`config.mk`:
```
export PLATFORM = sky130hd
export DESIGN_NAME = spi_slave_if
export DESIGN_NICKNAME = d
export VERILOG_FILES = /design/src/rtl/spi_ram_pkg.sv /design/src/rtl/spi_slave_if.sv
export SDC_FILE = /design/constraint.sdc
export NUM_CORES = 1
export LEC_CHECK = 0
export ABC_CLOCK_PERIOD_IN_PS = 2200
export BUFFER_PORTS_ARGS = -buffer_cell sky130_fd_sc_hd__clkbuf_2
export CAP_MARGIN = 20
export CORE_MARGIN = 10
export CORE_UTILIZATION = 40
export CTS_CLUSTER_DIAMETER = 60
export DETAILED_ROUTE_END_ITERATION = 8
export GPL_TIMING_DRIVEN = 0
export PLACE_DENSITY = 0.66
export SLEW_MARGIN = 30
export SYNTH_ARGS = -nofsm -noshare
export SYNTH_HDL_FRONTEND = slang
export SYNTH_SLANG_ARGS = --single-unit
```
`constraint.sdc`:
```
create_clock -name clk -period 2.2 [get_ports clk]
set_clock_uncertainty 0.2 [all_clocks]
set_input_delay 0 -clock clk [delete_from_list [all_inputs] [get_ports clk]]
set_output_delay 0 -clock clk [all_outputs]
set_load 0.01 [all_outputs]
```
`src/rtl/spi_ram_pkg.sv`:
```
`default_nettype none
// ============================================================================
// Module : spi_ram_pkg
// Shared types and constants for the SPI-to-RAM slave front end.
// Rev    : 1.0
// ============================================================================
package spi_ram_pkg;

    localparam int ADDR_SIZE_DEF = 8;
    localparam int WORD_W        = ADDR_SIZE_DEF + 2;

    localparam logic [1:0] WR_ADDR = 2'b00;
    localparam logic [1:0] WR_DATA = 2'b01;
    localparam logic [1:0] RD_ADDR = 2'b10;
    localparam logic [1:0] RD_DATA = 2'b11;

    typedef enum logic [2:0] {
        IDLE      = 3'd0,
        CHK_CMD   = 3'd1,
        WRITE     = 3'd2,
        READ_ADD  = 3'd3,
        READ_DATA = 3'd4
    } state_e;

    // Sub-phase of READ_DATA; TX_DONE parks the slave until ss_n rises.
    typedef enum logic [1:0] {
        PH_RX       = 2'd0,
        PH_TX_WAIT  = 2'd1,
        PH_TX_SHIFT = 2'd2,
        PH_TX_DONE  = 2'd3
    } rd_phase_e;

endpackage
`default_nettype wire

```
`src/rtl/spi_slave_if.sv`:
```
`default_nettype none
// ============================================================================
// Module : spi_slave_if
// SPI slave: deserialises command words from MOSI, serialises RAM bytes on MISO.
// Rev    : 1.0
// ============================================================================
module spi_slave_if
    import spi_ram_pkg::*;
#(
    parameter int ADDR_SIZE = ADDR_SIZE_DEF
) (
    input  logic                 clk,
    input  logic                 rst_n,
    input  logic                 ss_n,
    input  logic                 mosi,
    output logic                 miso,
    output logic [ADDR_SIZE+1:0] rx_data,
    output logic                 rx_valid,
    input  logic [ADDR_SIZE-1:0] tx_data,
    input  logic                 tx_valid
);

    localparam int W     = ADDR_SIZE + 2;
    localparam int CNT_W = $clog2(W + 1);

    localparam logic [CNT_W-1:0] RX_LAST = CNT_W'(W - 1);
    localparam logic [CNT_W-1:0] RX_DONE = CNT_W'(W);
    localparam logic [CNT_W-1:0] TX_LAST = CNT_W'(ADDR_SIZE - 1);

    state_e                 state_q, state_d;
    rd_phase_e              phase_q, phase_d;
    logic [CNT_W-1:0]       cnt_q, cnt_d;
    logic [W-2:0]           rx_shift_q, rx_shift_d;
    logic [W-1:0]           rx_data_q, rx_data_d;
    logic                   rx_valid_q, rx_valid_d;
    logic                   rd_addr_seen_q, rd_addr_seen_d;
    logic [ADDR_SIZE-1:0]   tx_shift_q, tx_shift_d;
    logic                   miso_q, miso_d;
    logic                   rx_step;

    always_ff @(posedge clk or negedge rst_n) begin
        if (!rst_n) begin
            state_q        <= IDLE;
            phase_q        <= PH_RX;
            cnt_q          <= '0;
            rx_shift_q     <= '0;
            rx_data_q      <= '0;
            rx_valid_q     <= 1'b0;
            rd_addr_seen_q <= 1'b0;
            tx_shift_q     <= '0;
            miso_q         <= 1'b0;
        end else begin
            state_q        <= state_d;
            phase_q        <= phase_d;
            cnt_q          <= cnt_d;
            rx_shift_q     <= rx_shift_d;
            rx_data_q      <= rx_data_d;
            rx_valid_q     <= rx_valid_d;
            rd_addr_seen_q <= rd_addr_seen_d;
            tx_shift_q     <= tx_shift_d;
            miso_q         <= miso_d;
        end
    end

    // The command MSB arrives on the CHK_CMD edge and picks the response path.
    always_comb begin
        state_d = state_q;
        if (ss_n) begin
            state_d = IDLE;
        end else begin
            case (state_q)
                IDLE:    state_d = CHK_CMD;
                CHK_CMD: begin
                    if (!mosi)               state_d = WRITE;
                    else if (rd_addr_seen_q) state_d = READ_DATA;
                    else                     state_d = READ_ADD;
                end
                default: state_d = state_q;
            endcase
        end
    end

    always_comb begin
        cnt_d          = cnt_q;
        phase_d        = phase_q;
        rx_shift_d     = rx_shift_q;
        rx_data_d      = rx_data_q;
        rx_valid_d     = 1'b0;
        rd_addr_seen_d = rd_addr_seen_q;
        tx_shift_d     = tx_shift_q;
        miso_d         = miso_q;
        rx_step        = 1'b0;

        if (ss_n) begin
            cnt_d   = '0;
            phase_d = PH_RX;
            miso_d  = 1'b0;
        end else begin
            case (state_q)
                IDLE: begin
                    cnt_d   = '0;
                    phase_d = PH_RX;
                end
                CHK_CMD: begin
                    rx_shift_d = {rx_shift_q[W-3:0], mosi};
                    cnt_d      = CNT_W'(1);
                    phase_d    = PH_RX;
                end
                WRITE, READ_ADD: rx_step = 1'b1;
                READ_DATA: begin
                    case (phase_q)
                        PH_RX: rx_step = 1'b1;
                        PH_TX_WAIT: begin
                            if (tx_valid) begin
                                miso_d     = tx_data[ADDR_SIZE-1];
                                tx_shift_d = {tx_data[ADDR_SIZE-2:0], 1'b0};
                                cnt_d      = '0;
                                phase_d    = PH_TX_SHIFT;
                            end
                        end
                        PH_TX_SHIFT: begin
                            if (cnt_q == TX_LAST) begin
                                miso_d  = 1'b0;
                                phase_d = PH_TX_DONE;
                            end else begin
                                miso_d     = tx_shift_q[ADDR_SIZE-1];
                                tx_shift_d = {tx_shift_q[ADDR_SIZE-2:0], 1'b0};
                                cnt_d      = cnt_q + 1'b1;
                            end
                        end
                        default: ;
                    endcase
                end
                default: ;
            endcase

            // cnt_q == RX_DONE means the word is complete; later MOSI bits are dropped.
            if (rx_step) begin
                if (cnt_q < RX_LAST) begin
                    rx_shift_d = {rx_shift_q[W-3:0], mosi};
                    cnt_d      = cnt_q + 1'b1;
                end else if (cnt_q == RX_LAST) begin
                    rx_data_d  = {rx_shift_q, mosi};
                    rx_valid_d = 1'b1;
                    cnt_d      = RX_DONE;
                    if (state_q == READ_ADD) begin
                        rd_addr_seen_d = 1'b1;
                    end
                    if (state_q == READ_DATA) begin
                        rd_addr_seen_d = 1'b0;
                        phase_d        = PH_TX_WAIT;
                    end
                end
            end
        end
    end

    assign miso     = miso_q;
    assign rx_data  = rx_data_q;
    assign rx_valid = rx_valid_q;

endmodule
`default_nettype wire

```
; ---- Word-level counts from Yosys, hierarchy flattened
; Index checks and enable logic that the tools add are counted.
[word_totals]
regBits = 39
in_bits = 13
out_inout_bits = 12
wordCells = 78
[op_classes]
n_addsub = 1
magnitude_cmp = 1
eq_ne = 11
n_mux = 41
n_bitwise = 2
n_reduce_logical = 13
[op_table]
columns = operator, n
row1 = 9-bit 2-to-1 mux, 3
row2 = 4-bit 2-to-1 mux, 6
row3 = 8-bit 2-to-1 mux, 2
row4 = 8-bit one-hot mux with 2 select lines, 1
row5 = 2-bit 2-to-1 mux, 7
row6 = 1-bit 2-to-1 mux, 12
row7 = 4-bit one-hot mux with 3 select lines, 1
row8 = 5-bit AND reduction, 2
row9 = 3-bit 2-to-1 mux, 3
row10 = 2-bit one-hot mux with 2 select lines, 2
row11 = 4-bit one-hot mux with 2 select lines, 1
row12 = "3-bit by 2-bit equality test with 1-bit output, second input constant", 2
row13 = 3-bit one-hot mux with 2 select lines, 1
row14 = 2-bit nonzero test, 3
row15 = 3-bit nonzero test, 2
row16 = "4-bit by 1-bit adder with 4-bit output, second input constant", 1
row17 = "4-bit by 3-bit equality test with 1-bit output, second input constant", 1
row18 = "4-bit equality test, second input constant", 1
row19 = "4-bit < comparator, second input constant", 1
row20 = "2-bit inequality test, second input constant", 2
row21 = 1-bit one-hot mux with 2 select lines, 2
row22 = 4-bit AND reduction, 1
row23 = 2-bit OR reduction, 2
row24 = "3-bit by 1-bit equality test with 1-bit output, second input constant", 1
row25 = other kinds (8), 9

; ---- Depth between registers and ports, before layout
[logic_depth]
ltp_word = 9
mapped_depth = 8
depth_no_buf = 7

; ---- Worst setup path before layout
; OpenSTA, ideal clock, no wires.
[synth_path]
path_kind = register -> register
from = register cnt_q[0]
to = register rx_shift_q[0]
arrival_ps = 1770
required_time_ps = 1875
path_slack_ps = 105
stages_incl_launch_ff = 8
path_buffers = 0
period_less_slack_ps = 2095
cell_sequence = dfrtp_1 -> inv_1 -> ha_1 -> or2b_1 -> a2bb2oi_2 -> a21oi_1 -> nor2_2 -> mux2_2
[synth_via]
elab_chain_len = 3
[synth_rtl]
columns = item, line
row1 = from (decl), spi_slave_if.sv:32  ; logic [CNT_W-1:0] cnt_q, cnt_d;
row2 = from (signal assigned), spi_slave_if.sv:55  ; cnt_q <= cnt_d;
row3 = 4-bit < comparator, spi_slave_if.sv:139  ; if (cnt_q < RX_LAST) begin
row4 = 9-bit 2-to-1 mux, spi_slave_if.sv:139
row5 = 9-bit 2-to-1 mux, spi_slave_if.sv:138  ; if (rx_step) begin
row6 = to (signal assigned), spi_slave_if.sv:56  ; rx_shift_q <= rx_shift_d;
row7 = to (decl), spi_slave_if.sv:33  ; logic [W-2:0] rx_shift_q, rx_shift_d;
; No other way between the ends.
; A chain may end at the register's enable or synchronous reset.

; ---- Worst setup path in the final report
[layout_path]
from = register phase_q[0]
to = register rx_data_q[9] (netlist: rx_data[9])
[layout_via]
elab_chain_len = 5
[layout_rtl]
columns = item, line
row1 = from (decl), spi_slave_if.sv:31  ; rd_phase_e phase_q, phase_d;
row2 = from (signal assigned), spi_slave_if.sv:54  ; phase_q <= phase_d;
row3 = 2-bit zero test, spi_slave_if.sv:111  ; case (phase_q)
row4 = 1-bit 2-to-1 mux, spi_slave_if.sv:111
row5 = 1-bit one-hot mux with 2 select lines, spi_slave_if.sv:99  ; case (state_q)
row6 = 1-bit 2-to-1 mux, spi_slave_if.sv:94  ; if (ss_n) begin
row7 = 4-bit AND reduction (no line), n/a
row8 = to (signal assigned), spi_slave_if.sv:57  ; rx_data_q <= rx_data_d;
row9 = to (decl), spi_slave_if.sv:34  ; logic [W-1:0] rx_data_q, rx_data_d;
; No other way between the ends. The select of a mux whose other input is x is not followed.

==> out/results.md <==
Cells and area
* dfrtp_1, clkbuf_2, mux2_2, a21oi_1, nor2_1 — most frequent cells in the layout
* 0.524 — share of the core filled with cells
* 24.6% — Layout Area Growth over Synthesis
* dfrtp_1 — most frequent standard cell in the layout excluding fill and tap cells
* 0 — diode insertion count for antenna repair
* 253 — Final #Nets
* 301 — post-layout instance count excluding filler cells
* 0.00253 sq mm — final instance area
* 0.359 — layout cells sized above 1

Pwr
* 1.30 mW — internal power summed over all cells
* 731 mW/mm^2 — power per cell area
* 0.549 mW — P_sw
* 0.282 — Clock power frac
* 0.297 — switching share of power
* 0.476 — portion of total power attributed to sequential cells
* 1.13 nW — reported leakage power
* 0.242 — Comb power frac
* 503 uV — maximum resistive drop on vdd

Logic synthesis
* 0.469 — portion of the post-synthesis area used by sequential elements
* 38 — Seq cells post-synth
* 0.145 — complex-gate fraction of the synthesized area
* 0 — warnings from Yosys
* 0.132 — area fraction in and, or, nand and nor cells after synthesis
* 43 — count of different cell masters after synthesis
* 0.00203 sq mm — post-synthesis instance area
* 0.469 — share of the synthesized area in the top cell type
* 203 — net count of the mapped netlist
* 0.0432 — post-synthesis share of cell area spent on full adders, half adders and majority gates
* 0.150 — fraction of synthesized area in multiplexers
* 0.00432 — post-synthesis xor/xnor area fraction
* dfrtp_1, mux2_2, mux2i_1 — dominant cells by area after synthesis
* dfrtp_1 — cell taking the most area after synthesis
* 183 — number of cells produced by synthesis
* multiplexers — largest family of logic cells by synthesized area
* 11.1 sq um — syn avg cell area

Routing
* 0 — number of DRC violations after detailed routing
* 123 — DRC marker count from the first detailed-route iteration
* 5 — Pre-Repair DR Iteration Count
* 5.19 — detail-routed via count per cell
* 0 — post-route ant nets
* 1,563 — detailed-route via count
* 4.47 mm — Total Wirelength
* 14.9 um — per-cell routed wire length

Run status
* complete, no violations — outcome

Clocking
* clkbuf_8 — Clock Root Buffer
* 0.30 ns — clk_lat worst skew
* 2 — H-tree levels
* 0.08 ns — Reg clk slew, reported paths
* 2 — number of buffers between clock root and the deepest sink
* yes — TritonCTS clock tree
* 38 — count of clock tree sinks
* 5 — number of buffers created by CTS

Global routing
* 7.47 mm — global-route wire length before repair
* 0.106 — Tot GR Track Use
* 0 — total congestion overflow after global routing
* 1,573 — vias in the first global route
* 39 — maximum number of pins on one net before global-route repair
* 0 — antenna violations before repair

Timing
* 0 — total of endpoints with negative setup slack in the final report
* 0 — number of slew-limit violations in the final report
* yes — setup repair after global routing missed its margin
* 0.516 ns — transition at the pin with the smallest max-transition slack
* 467 MHz — fmax
* 0 — endpoints failing hold
* 0.974 — final worst-path cycle share
* 2.14 ns — Min Clock Period, post-route
* 0.656 — slew margin rel.

Critical path
* flip-flops — critical path's top delay family
* 2.13 ns — arrival time worst endpoint
* inv_2 > ha_1 > and4bb_2 > o211ai_1 > buf_2 > mux2_2 — cell breakdown of the critical path
* 6 — number of cells on the worst reg-to-reg path
* register — startpoint kind of the worst setup timing path
* reg -> reg — kind of critical path
* register — type of element capturing the critical path
* 2 — buffer and inverter count on the worst path
* 6 — depth of the critical timing path with buffers and inverters included
* 2.19 ns — data required time at the worst endpoint
* dfrtp_1 — critical path's slowest cell
* 10 — CP max FO
* 0.38 ns — Slowest Stage Delay on Critical Path

Min path
* in -> async — Hold/Removal Path Class

Die
* 91.2 um — horizontal die dimension
* 25 — floorplan row count
* 0.421 — starting density of the core
* 0.00832 sq mm — die outline area
* 25 — I/O pins
* 0.00482 sq mm — Core ar.
* 91.2 um — height of the die

Placement
* 0.821 — weighted congestion reported at the end of routability-driven placement
* 2.96 mm — HPWL Detailed
* 24 — PortBufs
* 0.00223 sq mm — cell area after placement
* 274 — cell total after placement

Flow run
* 0 — number of max-cap violations

[cells in the mapped netlist (all sizes together)]
library cell,n
a221oi,2
and4b,1
mux2,19
o21ai,9
a31oi,2
a21oi,15
and2,1
nand3b,2
a21o,1
o211ai,2
nand2,5
ha,7
a22oi,1
buf,9
nor2,16
xnor2,1
a22o,2
and2b,2
o21a,1
nand2b,2
or2b,1
or4,2
inv,10
nor4,2
and4bb,1
mux2i,9
nor3,2
dfrtp,38
o2111ai,1
a211o,1
a311oi,1
a211oi,1
a41oi,1
a221o,1
o221ai,1
nand3,9
and3,1
a2bb2oi,1
[stage by stage]
step | TNS [ns] | worst slack [ns] | total power, mW | hold WS [ns]
CTS | 0 | 0.00474 | 1.80 | 0.0302
floorplan | 0 | 0.105 | 1.15 | -0.496
global route | -0.00112 | -0.00112 | 1.96 | 0.0650
global placement | -1.04 | -0.116 | 1.25 | -0.000295
finish | 0 | 0.0579 | 1.85 | 0.0211
detailed placement | -0.958 | -0.111 | 1.26 | -0.161
[power by group through the flow]
stage,clock [mW],sequential [mW],combinational (mW)
3_3_place_gp,0,0.899,0.352
5_1_grt,0.561,0.898,0.498
3_5_place_dp,0,0.900,0.356
4_1_cts,0.532,0.884,0.385
6_report,0.521,0.879,0.446
2_1_floorplan,0,0.876,0.275
[worst paths after layout]
path                            startpoint  slack, ns          to
worst min-delay path                 rst_n       0.02        miso
worst min register to register  rx_data[0]       0.31  rx_data[0]
worst max-delay path            phase_q[0]       0.06  rx_data[9]
worst max register to register  phase_q[0]       0.06  rx_data[9]
min in group clk                  tx_valid       0.03        miso
max in group asynchronous            rst_n       1.39    cnt_q[0]
[logic make-up (layout without fill, tap and decap cells)]
family,count (synthesis),after routing
AO/OA/AOI/OAI,43,43
buffers and inverters,19,69
multiplexers,28,28
AND/OR/NAND/NOR,47,48
flip-flops,38,38
adder cells (fa/ha/maj),7,7
XOR/XNOR,1,1
[worst register-to-register path: stages, from the launching register on]
cell	delay, ns
dfrtp_1	0.38
inv_2	0.07
ha_1	0.19
and4bb_2	0.26
o211ai_1	0.24
buf_2	0.31
mux2_2	0.38
[timing repair]
item                                   CTS  global route
endpoints found under the hold margin   52             0
setup buffers                            1             6
setup endpoints to repair               10            23
cloned                                   0             1
gates resized for setup                  2            10
pin swaps                                0             5
hold buffers                            11             0
[final cells by class]
type                            instances  area, sq um
Buffer                                  9         80.1
Clock buffer                            6         82.6
Clock inverter                          2         12.5
Fill cell                             444         2290
Inverter                               10         37.5
Multi-Input combinational cell        127          992
Sequential cell                        38          952
Tap cell                               67         83.8
Timing Repair Buffer                   42          285
[sequential cells by signal, summed over array words and instances (netlist names)]
signal,count
miso,1
tx_shift_q,7
rx_valid,1
rd_addr_seen_q,1
cnt_q,4
phase_q,2
rx_data,10
rx_shift_q,9
state_q,3
[per-layer routing]
metal / wire, um / GRT usage / vias up
met3: 190 / 0.0230 / 9
li1: - / - / 766
met4: 54 / 0.0431 / 0
met1: 2190 / 0.140 / 738
met2: 2040 / 0.163 / 50
met5: 0 / 0 / -
Power figures use the tool's default switching activity.
